===== src/rtl/adder_pkg.sv =====
// Shared types and sizing helpers for the word-serial adder.
// The state encoding is fixed so that downstream debug tools can decode it.
package adder_pkg;

    typedef enum logic [1:0] {
        IDLE = 2'b00,
        RUN  = 2'b01,
        DONE = 2'b10
    } state_t;

    function automatic int total_width(input int dw, input int nw);
        return dw * nw;
    endfunction

    function automatic int idx_width(input int n);
        return (n > 1) ? $clog2(n) : 1;
    endfunction

endpackage


===== src/rtl/full_adder.sv =====
// WIDTH-bit adder slice with carry in and carry out.
// The word-serial sequencer reuses this one slice for every word.
module full_adder #(
    parameter int WIDTH = 4
) (
    input  logic [WIDTH-1:0] a,
    input  logic [WIDTH-1:0] b,
    input  logic             cin,
    output logic [WIDTH-1:0] sum,
    output logic             cout
);

    logic [WIDTH:0] total;

    assign total = {1'b0, a} + {1'b0, b} + {{WIDTH{1'b0}}, cin};
    assign sum   = total[WIDTH-1:0];
    assign cout  = total[WIDTH];

endmodule


===== src/rtl/word_serial_adder.sv =====
// Wide adder that walks the operands one word per cycle, LSW first,
// through a single full_adder slice with a registered inter-word carry.
module word_serial_adder
    import adder_pkg::*;
#(
    parameter int DATA_WIDTH = 4,
    parameter int NUM_WORDS  = 4,
    localparam int TOTAL_WIDTH = total_width(DATA_WIDTH, NUM_WORDS)
) (
    input  logic                   clk,
    input  logic                   rst,
    input  logic                   In_valid,
    output logic                   In_ready,
    input  logic [TOTAL_WIDTH-1:0] A,
    input  logic [TOTAL_WIDTH-1:0] B,
    input  logic                   Carry_in,
    output logic                   Out_valid,
    input  logic                   Out_ready,
    output logic [TOTAL_WIDTH-1:0] Sum,
    output logic                   Carry_out,
    output logic                   Busy
);

    localparam int IW = idx_width(NUM_WORDS);
    localparam logic [IW-1:0] LAST = IW'(NUM_WORDS - 1);

    state_t                 state;
    logic [TOTAL_WIDTH-1:0] a_reg;
    logic [TOTAL_WIDTH-1:0] b_reg;
    logic                   carry;
    logic [IW-1:0]          idx;

    logic [DATA_WIDTH-1:0]  a_word;
    logic [DATA_WIDTH-1:0]  b_word;
    logic [DATA_WIDTH-1:0]  s_word;
    logic                   c_word;

    assign a_word = a_reg[int'(idx) * DATA_WIDTH +: DATA_WIDTH];
    assign b_word = b_reg[int'(idx) * DATA_WIDTH +: DATA_WIDTH];

    full_adder #(
        .WIDTH(DATA_WIDTH)
    ) u_fa (
        .a   (a_word),
        .b   (b_word),
        .cin (carry),
        .sum (s_word),
        .cout(c_word)
    );

    assign In_ready = (state == IDLE);
    assign Busy     = (state != IDLE);

    always_ff @(posedge clk) begin
        if (rst) begin
            state     <= IDLE;
            a_reg     <= '0;
            b_reg     <= '0;
            carry     <= 1'b0;
            idx       <= '0;
            Sum       <= '0;
            Carry_out <= 1'b0;
            Out_valid <= 1'b0;
        end else begin
            unique case (state)
                IDLE: begin
                    if (In_valid) begin
                        a_reg <= A;
                        b_reg <= B;
                        carry <= Carry_in;
                        idx   <= '0;
                        state <= RUN;
                    end
                end
                RUN: begin
                    Sum[int'(idx) * DATA_WIDTH +: DATA_WIDTH] <= s_word;
                    carry <= c_word;
                    // Index parks on the last word instead of wrapping.
                    if (idx == LAST) begin
                        Carry_out <= c_word;
                        Out_valid <= 1'b1;
                        state     <= DONE;
                    end else begin
                        idx <= idx + IW'(1);
                    end
                end
                DONE: begin
                    if (Out_ready) begin
                        Out_valid <= 1'b0;
                        state     <= IDLE;
                    end
                end
                default: state <= IDLE;
            endcase
        end
    end

endmodule


===== config.mk =====
export PLATFORM = sky130hd
export DESIGN_NAME = word_serial_adder
export DESIGN_NICKNAME = d
export VERILOG_FILES = /design/src/rtl/adder_pkg.sv /design/src/rtl/full_adder.sv /design/src/rtl/word_serial_adder.sv
export SDC_FILE = /design/constraint.sdc
export NUM_CORES = 1
export LEC_CHECK = 0
export ABC_CLOCK_PERIOD_IN_PS = 2800
export CAP_MARGIN = 20
export CORE_ASPECT_RATIO = 1.5
export CORE_MARGIN = 1.5
export CORE_UTILIZATION = 49
export DETAILED_ROUTE_END_ITERATION = 7
export PLACE_DENSITY = 0.78
export SYNTH_ARGS = -nofsm -noshare
export SYNTH_HDL_FRONTEND = slang
export SYNTH_SLANG_ARGS = --single-unit

===== constraint.sdc =====
create_clock -name clk -period 2.8 [get_ports clk]
set_clock_uncertainty 0.05 [all_clocks]
set_input_delay 0.56 -clock clk [delete_from_list [all_inputs] [get_ports clk]]
set_output_delay 0.56 -clock clk [all_outputs]
set_load 0.005 [all_outputs]

# --- Word level (Yosys, flattened, before mapping) ---
# Index checks and enable logic that the tools add are counted.
op_classes:
  muxes: 13
  add_sub_neg: 4
  reduce_logical: 10
  eq_ne: 7
  shifts: 4
ops:
  columns: ["op", "n"]
  rows:
  - ["$neg A4 Y33", 1]
  - ["$shift A4 B33 Y16 const A", 1]
  - ["$shiftx A4 B33 Y16", 1]
  - ["$shiftx A16 B5 Y4", 2]
  - ["$bwmux W16", 1]
  - ["$mux W2", 5]
  - ["$reduce_and A3 Y1", 3]
  - ["$ne A2 B2 Y1 const B", 4]
  - ["$pmux W2 S3", 1]
  - ["$reduce_and A2 Y1", 3]
  - ["$reduce_bool A2 Y1", 3]
  - ["$add A4 B4 Y5", 1]
  - ["$add A5 B1 Y5", 1]
  - ["$eq A2 B2 Y1 const B", 2]
  - ["$pmux W1 S2", 2]
  - ["$pmux W2 S2", 1]
  - ["$mux W1", 3]
  - ["$add A2 B1 Y2 const B", 1]
  - ["$eq A2 B1 Y1 const B", 1]
  - ["$logic_not A2 Y1", 1]
word_totals:
  ff_bits: 55
  input_bits: 37
  elab_cells: 46
  out_inout_bits: 20

# --- Logic depth before layout (Yosys ltp) ---
# Gate-level depths: netlist of run 1.
logic_depth:
  depth_word: 5
  mapped_depth: 9

# --- By module ---
# Synthesis of run 1 repeated with hierarchy kept, for this count alone.
hier_totals:
  cells_unflattened: 285
  hier_area_um2: 2555.0
modules_own_cells:
  columns: ["module", "seq_area_each_um2", "area_per_inst_um2", "instances", "cells_each"]
  rows:
  - ["word_serial_adder", 1101.1, 2411.1, 1, 269]
  - ["full_adder", 0.0, 143.9, 1, 16]

# --- Least setup slack after synthesis of run 1 ---
# No wires, ideal clock.
synth_path:
  kind: "reg2reg"
  from: "register idx[0]"
  to: "register Carry_out"
  slack_ns: 0.329
  t_required_ns: 2.619
  t_arrival_ns: 2.290
  n_path_buf: 1
  stages_incl_launch_ff: 10
  setup_time_ns: 0.131
  path_cell_list: "dfxtp_1 > buf_4 > mux4_2 > fa_1 > inv_1 > fa_1 > inv_1 > a21o_1 > a21oi_1 > a311oi_1"
synth_between:
  elab_chain_cells: 3
  word_cells_on_any_way: 6
synth_lines:
  columns: ["element", "line_no", "text"]
  rows:
  - ["start, declared", "word_serial_adder.sv:31", "logic [IW-1:0] idx;"]
  - ["start signal, assigned", "word_serial_adder.sv:84", "idx <= idx + IW'(1);"]
  - ["$shiftx A16 B5 Y4, on equally long branches", "word_serial_adder.sv:38, word_serial_adder.sv:39", null]
  - ["$add A4 B4 Y5", "full_adder.sv:15", "assign total = {1'b0, a} + {1'b0, b} + {{WIDTH{1'b0}}, cin};"]
  - ["$add A5 B1 Y5", "full_adder.sv:15", null]
  - ["end signal, assigned", "word_serial_adder.sv:80", "Carry_out <= c_word;"]
  - ["end, declared", "word_serial_adder.sv:20", "output logic Carry_out,"]
# Several ways; a longest one is shown, not always the timed one.
# A chain may end at the register's enable or synchronous reset.

# --- Worst setup path after layout of run 1 ---
# Same ends and word-level chain as after synthesis.

==> impl_results.html, run 1 <==
<table>
<tr><th>Metric</th><th>Value</th></tr>
<tr><th colspan="2">Status</th></tr>
<tr><td>Run status</td><td>complete, no violations</td></tr>
<tr><th colspan="2">STA</th></tr>
<tr><td>Fin worst setup slack</td><td>0.255 ns</td></tr>
<tr><td>Hold violation count in the final report</td><td>0</td></tr>
<tr><td>Setup TNS</td><td>0 ns</td></tr>
<tr><td>Crit share post-route</td><td>90.9%</td></tr>
<tr><td>Slew at the pin with the worst max-slew slack</td><td>0.566 ns</td></tr>
<tr><td>Max-slew headroom at the worst pin</td><td>62.2%</td></tr>
<tr><td>RSZ-0062 raised after global routing</td><td>false</td></tr>
<tr><td>Achievable Freq</td><td>393 MHz</td></tr>
<tr><td>Number of pins exceeding their max-slew limit in the final report</td><td>0</td></tr>
<tr><td>Setup violators final</td><td>0</td></tr>
<tr><td>Post-layout min period</td><td>2.54 ns</td></tr>
<tr><th colspan="2">Power and ir drop</th></tr>
<tr><td>Total power</td><td>1.65 mW</td></tr>
<tr><td>P_leak</td><td>1.22 nW</td></tr>
<tr><td>Part of the total power dissipated in combinational logic</td><td>15.7%</td></tr>
<tr><td>Share of total power consumed by net switching</td><td>25.0%</td></tr>
<tr><td>Part of the total power dissipated in sequential elements</td><td>51.3%</td></tr>
<tr><td>Fraction of power consumed by the clock network</td><td>33.0%</td></tr>
<tr><td>Highest ir drop seen on vdd</td><td>0.291 mV</td></tr>
<tr><td>Pint</td><td>1.24 mW</td></tr>
<tr><td>Pwr Density</td><td>523 nW/um^2</td></tr>
<tr><td>Switching power of the nets</td><td>0.412 mW</td></tr>
<tr><th colspan="2">Placement</th></tr>
<tr><td>I/O Buffers</td><td>56</td></tr>
<tr><td>Number of placed instances with taps included</td><td>382</td></tr>
<tr><td>Placement Setup Slack</td><td>0.0875 ns</td></tr>
<tr><td>Weighted congestion at the end of routability-driven global placement</td><td>0.858</td></tr>
<tr><td>Post-DP HPWL</td><td>3.92 mm</td></tr>
<tr><th colspan="2">Setup path</th></tr>
<tr><td>Critical path startpoint category</td><td>flop</td></tr>
<tr><td>Register-to-Register Setup Slack</td><td>0.26 ns</td></tr>
<tr><td>Required time at the worst-slack endpoint</td><td>2.93 ns</td></tr>
<tr><td>CP max FO</td><td>10</td></tr>
<tr><td>Cell count of the worst reg-to-reg path</td><td>8</td></tr>
<tr><td>Worst reg2reg endpoint</td><td>Carry_out$_SDFFE_PP0P_</td></tr>
<tr><td>Launch instance of the worst register-to-register path</td><td>idx[0]$_SDFFE_PP0P_</td></tr>
<tr><td>Crit Path Category</td><td>reg -&gt; reg</td></tr>
<tr><td>Capturing element type of the critical path</td><td>flop</td></tr>
<tr><td>Critical Path AT</td><td>2.67 ns</td></tr>
<tr><th colspan="2">CTS</th></tr>
<tr><td>Clock latency reported for the late side of the worst-skew pair</td><td>0.31 ns</td></tr>
<tr><td>H-tree depth</td><td>2</td></tr>
<tr><td>Clock tree buffer depth</td><td>2</td></tr>
<tr><td>Number of buffers created by CTS</td><td>5</td></tr>
<tr><td>CTS tree</td><td>done</td></tr>
<tr><td>Reg clk slew, reported paths</td><td>0.09 ns</td></tr>
<tr><td>Post-CTS setup repair buffer count</td><td>0</td></tr>
<tr><td>Number of clock sinks seen by CTS</td><td>55</td></tr>
<tr><td>Number of hold-repair buffers added at the cts stage</td><td>0</td></tr>
<tr><td>Library cell used as clock root buffer</td><td>sky130_fd_sc_hd__clkbuf_8</td></tr>
<tr><th colspan="2">Finish</th></tr>
<tr><td>Layout cells sized above 1</td><td>9.26%</td></tr>
<tr><td>Post-layout util</td><td>65.0%</td></tr>
<tr><td>Number of non-filler instances in the completed layout</td><td>390</td></tr>
<tr><td>Number of inserted filler cells in the final layout</td><td>430</td></tr>
<tr><td>Antenna diodes</td><td>0</td></tr>
<tr><td>Net count of the finished layout</td><td>371</td></tr>
<tr><td>Area added between synthesis and finish</td><td>27.8%</td></tr>
<tr><th colspan="2">Drt</th></tr>
<tr><td>Vias per inst</td><td>5.28</td></tr>
<tr><td>Via count</td><td>2059</td></tr>
<tr><td>Starting DRT DRC Count</td><td>102</td></tr>
<tr><td>WL final</td><td>5.40 mm</td></tr>
<tr><td>Post-detailed-route count of antenna-violating nets</td><td>0</td></tr>
<tr><td>DR pass1 iterations</td><td>4</td></tr>
<tr><td>Residual DRC</td><td>0</td></tr>
<tr><td>Average routed wire per standard cell</td><td>13.9 um</td></tr>
<tr><th colspan="2">Synth</th></tr>
<tr><td>Synth warnings</td><td>0</td></tr>
<tr><td>Top flip-flop cell by instance count after synthesis</td><td>sky130_fd_sc_hd__dfxtp_1</td></tr>
<tr><td>Netlist cell types</td><td>36</td></tr>
<tr><td>Async SR Flop Fraction</td><td>0%</td></tr>
<tr><td>Synthesized instance count</td><td>272</td></tr>
<tr><td>Sequential-to-total area share from yosys stat</td><td>44.7%</td></tr>
<tr><td>Avg Inst Size Synth</td><td>9.06 um^2</td></tr>
<tr><td>Post-Syn Area</td><td>2460 um^2</td></tr>
<tr><td>Syn nets</td><td>320</td></tr>
<tr><td>Post-synthesis sequential element count</td><td>55</td></tr>
<tr><td>Number of enable-type register cells in the synthesized netlist</td><td>0</td></tr>
<tr><th colspan="2">Floorplan</th></tr>
<tr><td>Std cell rows</td><td>31</td></tr>
<tr><td>Initial cell density of the core</td><td>50.8%</td></tr>
<tr><td>Die outline width</td><td>60.9 um</td></tr>
<tr><td>Die H</td><td>89.9 um</td></tr>
<tr><td>I/O pin cnt</td><td>57</td></tr>
<tr><td>Core Area</td><td>4850 um^2</td></tr>
<tr><td>Area of the die</td><td>5470 um^2</td></tr>
<tr><th colspan="2">Hold path</th></tr>
<tr><td>Hold Path Depth</td><td>2</td></tr>
<tr><td>Hold-critical path endpoint</td><td>b_reg[9]$_SDFFE_PP0P_</td></tr>
<tr><td>Start point of the worst min-delay path</td><td>b_reg[9]$_SDFFE_PP0P_</td></tr>
<tr><td>Hold WC Path Type</td><td>reg -&gt; reg</td></tr>
<tr><th colspan="2">Job</th></tr>
<tr><td>Maximum capacitance violations</td><td>0</td></tr>
<tr><th colspan="2">Global routing</th></tr>
<tr><td>GRT Resource Usage Total</td><td>21.1%</td></tr>
<tr><td>Vias in the first global route</td><td>1989</td></tr>
<tr><td>Wire length of the first global-routing pass</td><td>8.93 mm</td></tr>
<tr><td>Initial antenna violation count</td><td>0</td></tr>
<tr><td>GRT Residual Overflow</td><td>0</td></tr>
<tr><td>Maximum number of pins on one net before global-route repair</td><td>34</td></tr>
</table>
worst max-delay path: stages (launching register included):
cell and delay, ns:
sky130_fd_sc_hd__dfxtp_2 0.53, sky130_fd_sc_hd__mux4_2 0.57, sky130_fd_sc_hd__fa_1 0.44, sky130_fd_sc_hd__inv_1 0.09, sky130_fd_sc_hd__fa_1 0.20, sky130_fd_sc_hd__inv_1 0.05
sky130_fd_sc_hd__a21o_1 0.16, sky130_fd_sc_hd__a21oi_1 0.20, sky130_fd_sc_hd__a311oi_1 0.12
final cells by class:
| type | instances | area [um^2] | share of cell area [%] |
|---|---|---|---|
| clock buffer | 6 | 82.6 | 2.62 |
| sequential | 55 | 1100 | 35.0 |
| timing repair buffer | 60 | 586 | 18.6 |
| tap | 66 | 82.6 | 2.62 |
| inverter | 9 | 33.8 | 1.07 |
| multi-input combinational | 192 | 1230 | 39.0 |
| clock inverter | 2 | 35.0 | 1.11 |
worst max path at each step:
stage	startpoint	end	slack, ns
finish	idx[0]$_SDFFE_PP0P_	Carry_out$_SDFFE_PP0P_	0.26
global route	idx[0]$_SDFFE_PP0P_	Carry_out$_SDFFE_PP0P_	0.12
CTS	idx[0]$_SDFFE_PP0P_	Carry_out$_SDFFE_PP0P_	0.05
detailed placement	idx[0]$_SDFFE_PP0P_	Carry_out$_SDFFE_PP0P_	0.09
global placement	idx[0]$_SDFFE_PP0P_	Sum[11]$_SDFFE_PP0P_	0.19
floorplan	idx[0]$_SDFFE_PP0P_	Carry_out$_SDFFE_PP0P_	0.33
per-stage QoR:
stage | hold WS (ns) | cell area [um^2]
finish | 0.406 | 3150
global route | 0.433 | 3150
CTS | 0.410 | 3150
detailed placement | 0.397 | 3030
global placement | 0.390 | 3030
floorplan | 0.383 | 2460
repair_timing:
action | CTS | global route
resized for setup | 0 | 1
hold endpoints to repair | 0 | 0
endpoints found under the setup margin | 0 | 14
cells in the final DEF, fill, tap and decap left out, types with 4 or more instances in the layout:
master / Yosys / routed
sky130_fd_sc_hd__clkdlybuf4s50_1: 0 / 55
sky130_fd_sc_hd__clkbuf_8: 0 / 6
sky130_fd_sc_hd__inv_1: 9 / 9
sky130_fd_sc_hd__ha_1: 9 / 9
sky130_fd_sc_hd__a21oi_1: 37 / 37
sky130_fd_sc_hd__dfxtp_1: 55 / 54
sky130_fd_sc_hd__a22oi_1: 14 / 14
sky130_fd_sc_hd__mux4_2: 8 / 8
sky130_fd_sc_hd__nor2_1: 22 / 22
sky130_fd_sc_hd__buf_4: 7 / 4
sky130_fd_sc_hd__nand2_1: 71 / 71
power by group through the flow:
stage          registers, mW  clock network (mW)  logic [mW]
4_1_cts                0.846               0.547       0.260
2_1_floorplan          0.850                   0       0.173
6_report               0.846               0.544       0.259
5_1_grt                0.851               0.578       0.285
3_5_place_dp           0.863                   0       0.257
3_3_place_gp           0.862                   0       0.251
cell usage after synthesis, types with 2 or more instances:
master / instances / area [um^2]
sky130_fd_sc_hd__dfxtp_1: 55 / 1100
sky130_fd_sc_hd__nor2_1: 22 / 82.6
sky130_fd_sc_hd__ha_1: 9 / 113
sky130_fd_sc_hd__buf_6: 2 / 22.5
sky130_fd_sc_hd__nand2_1: 71 / 267
sky130_fd_sc_hd__nor2b_1: 2 / 12.5
sky130_fd_sc_hd__a21o_1: 2 / 15.0
sky130_fd_sc_hd__a22oi_1: 14 / 105
sky130_fd_sc_hd__nand2_2: 2 / 12.5
sky130_fd_sc_hd__a211oi_1: 2 / 15.0
sky130_fd_sc_hd__inv_1: 9 / 33.8
sky130_fd_sc_hd__a32oi_1: 2 / 17.5
sky130_fd_sc_hd__mux4_2: 8 / 180
sky130_fd_sc_hd__nand3_1: 2 / 10.0
sky130_fd_sc_hd__buf_4: 7 / 52.6
sky130_fd_sc_hd__fa_1: 2 / 40.0
sky130_fd_sc_hd__clkbuf_1: 6 / 22.5
sky130_fd_sc_hd__a21oi_1: 37 / 185
cell families (layout without fill, tap and decap cells):
family / count (synthesis) / after routing / synth area share (%)
and+or+nand+nor: 111 / 111 / 20.8
xor gates and xnor gates: 1 / 1 / 0.355
AOI/OAI and AO/OA: 61 / 61 / 15.1
adders and majority gates: 11 / 11 / 6.19
DFF: 55 / 55 / 44.7
muxes: 8 / 8 / 7.31
buffers and inverters: 25 / 77 / 5.53
routing by layer:
metal	share of wire, %	GRT usage (%)
met1	41	24.9
met2	54	37.1
met3	3.2	3.45
met4	1.5	7.07
met5	0	0
Note: power is estimated with default switching activity, not from simulation.
==> inputs of run 2 (changes only) <==
--- a/config.mk
+++ b/config.mk
@@ -12,6 +12,8 @@
 export CORE_UTILIZATION = 49
 export DETAILED_ROUTE_END_ITERATION = 7
 export PLACE_DENSITY = 0.78
+export SLEW_MARGIN = 10
 export SYNTH_ARGS = -nofsm -noshare
 export SYNTH_HDL_FRONTEND = slang
 export SYNTH_SLANG_ARGS = --single-unit
+export TNS_END_PERCENT = 50
==> results of run 2 <==
Same layout as run 1: the final DEF is identical, and so are final timing and power.
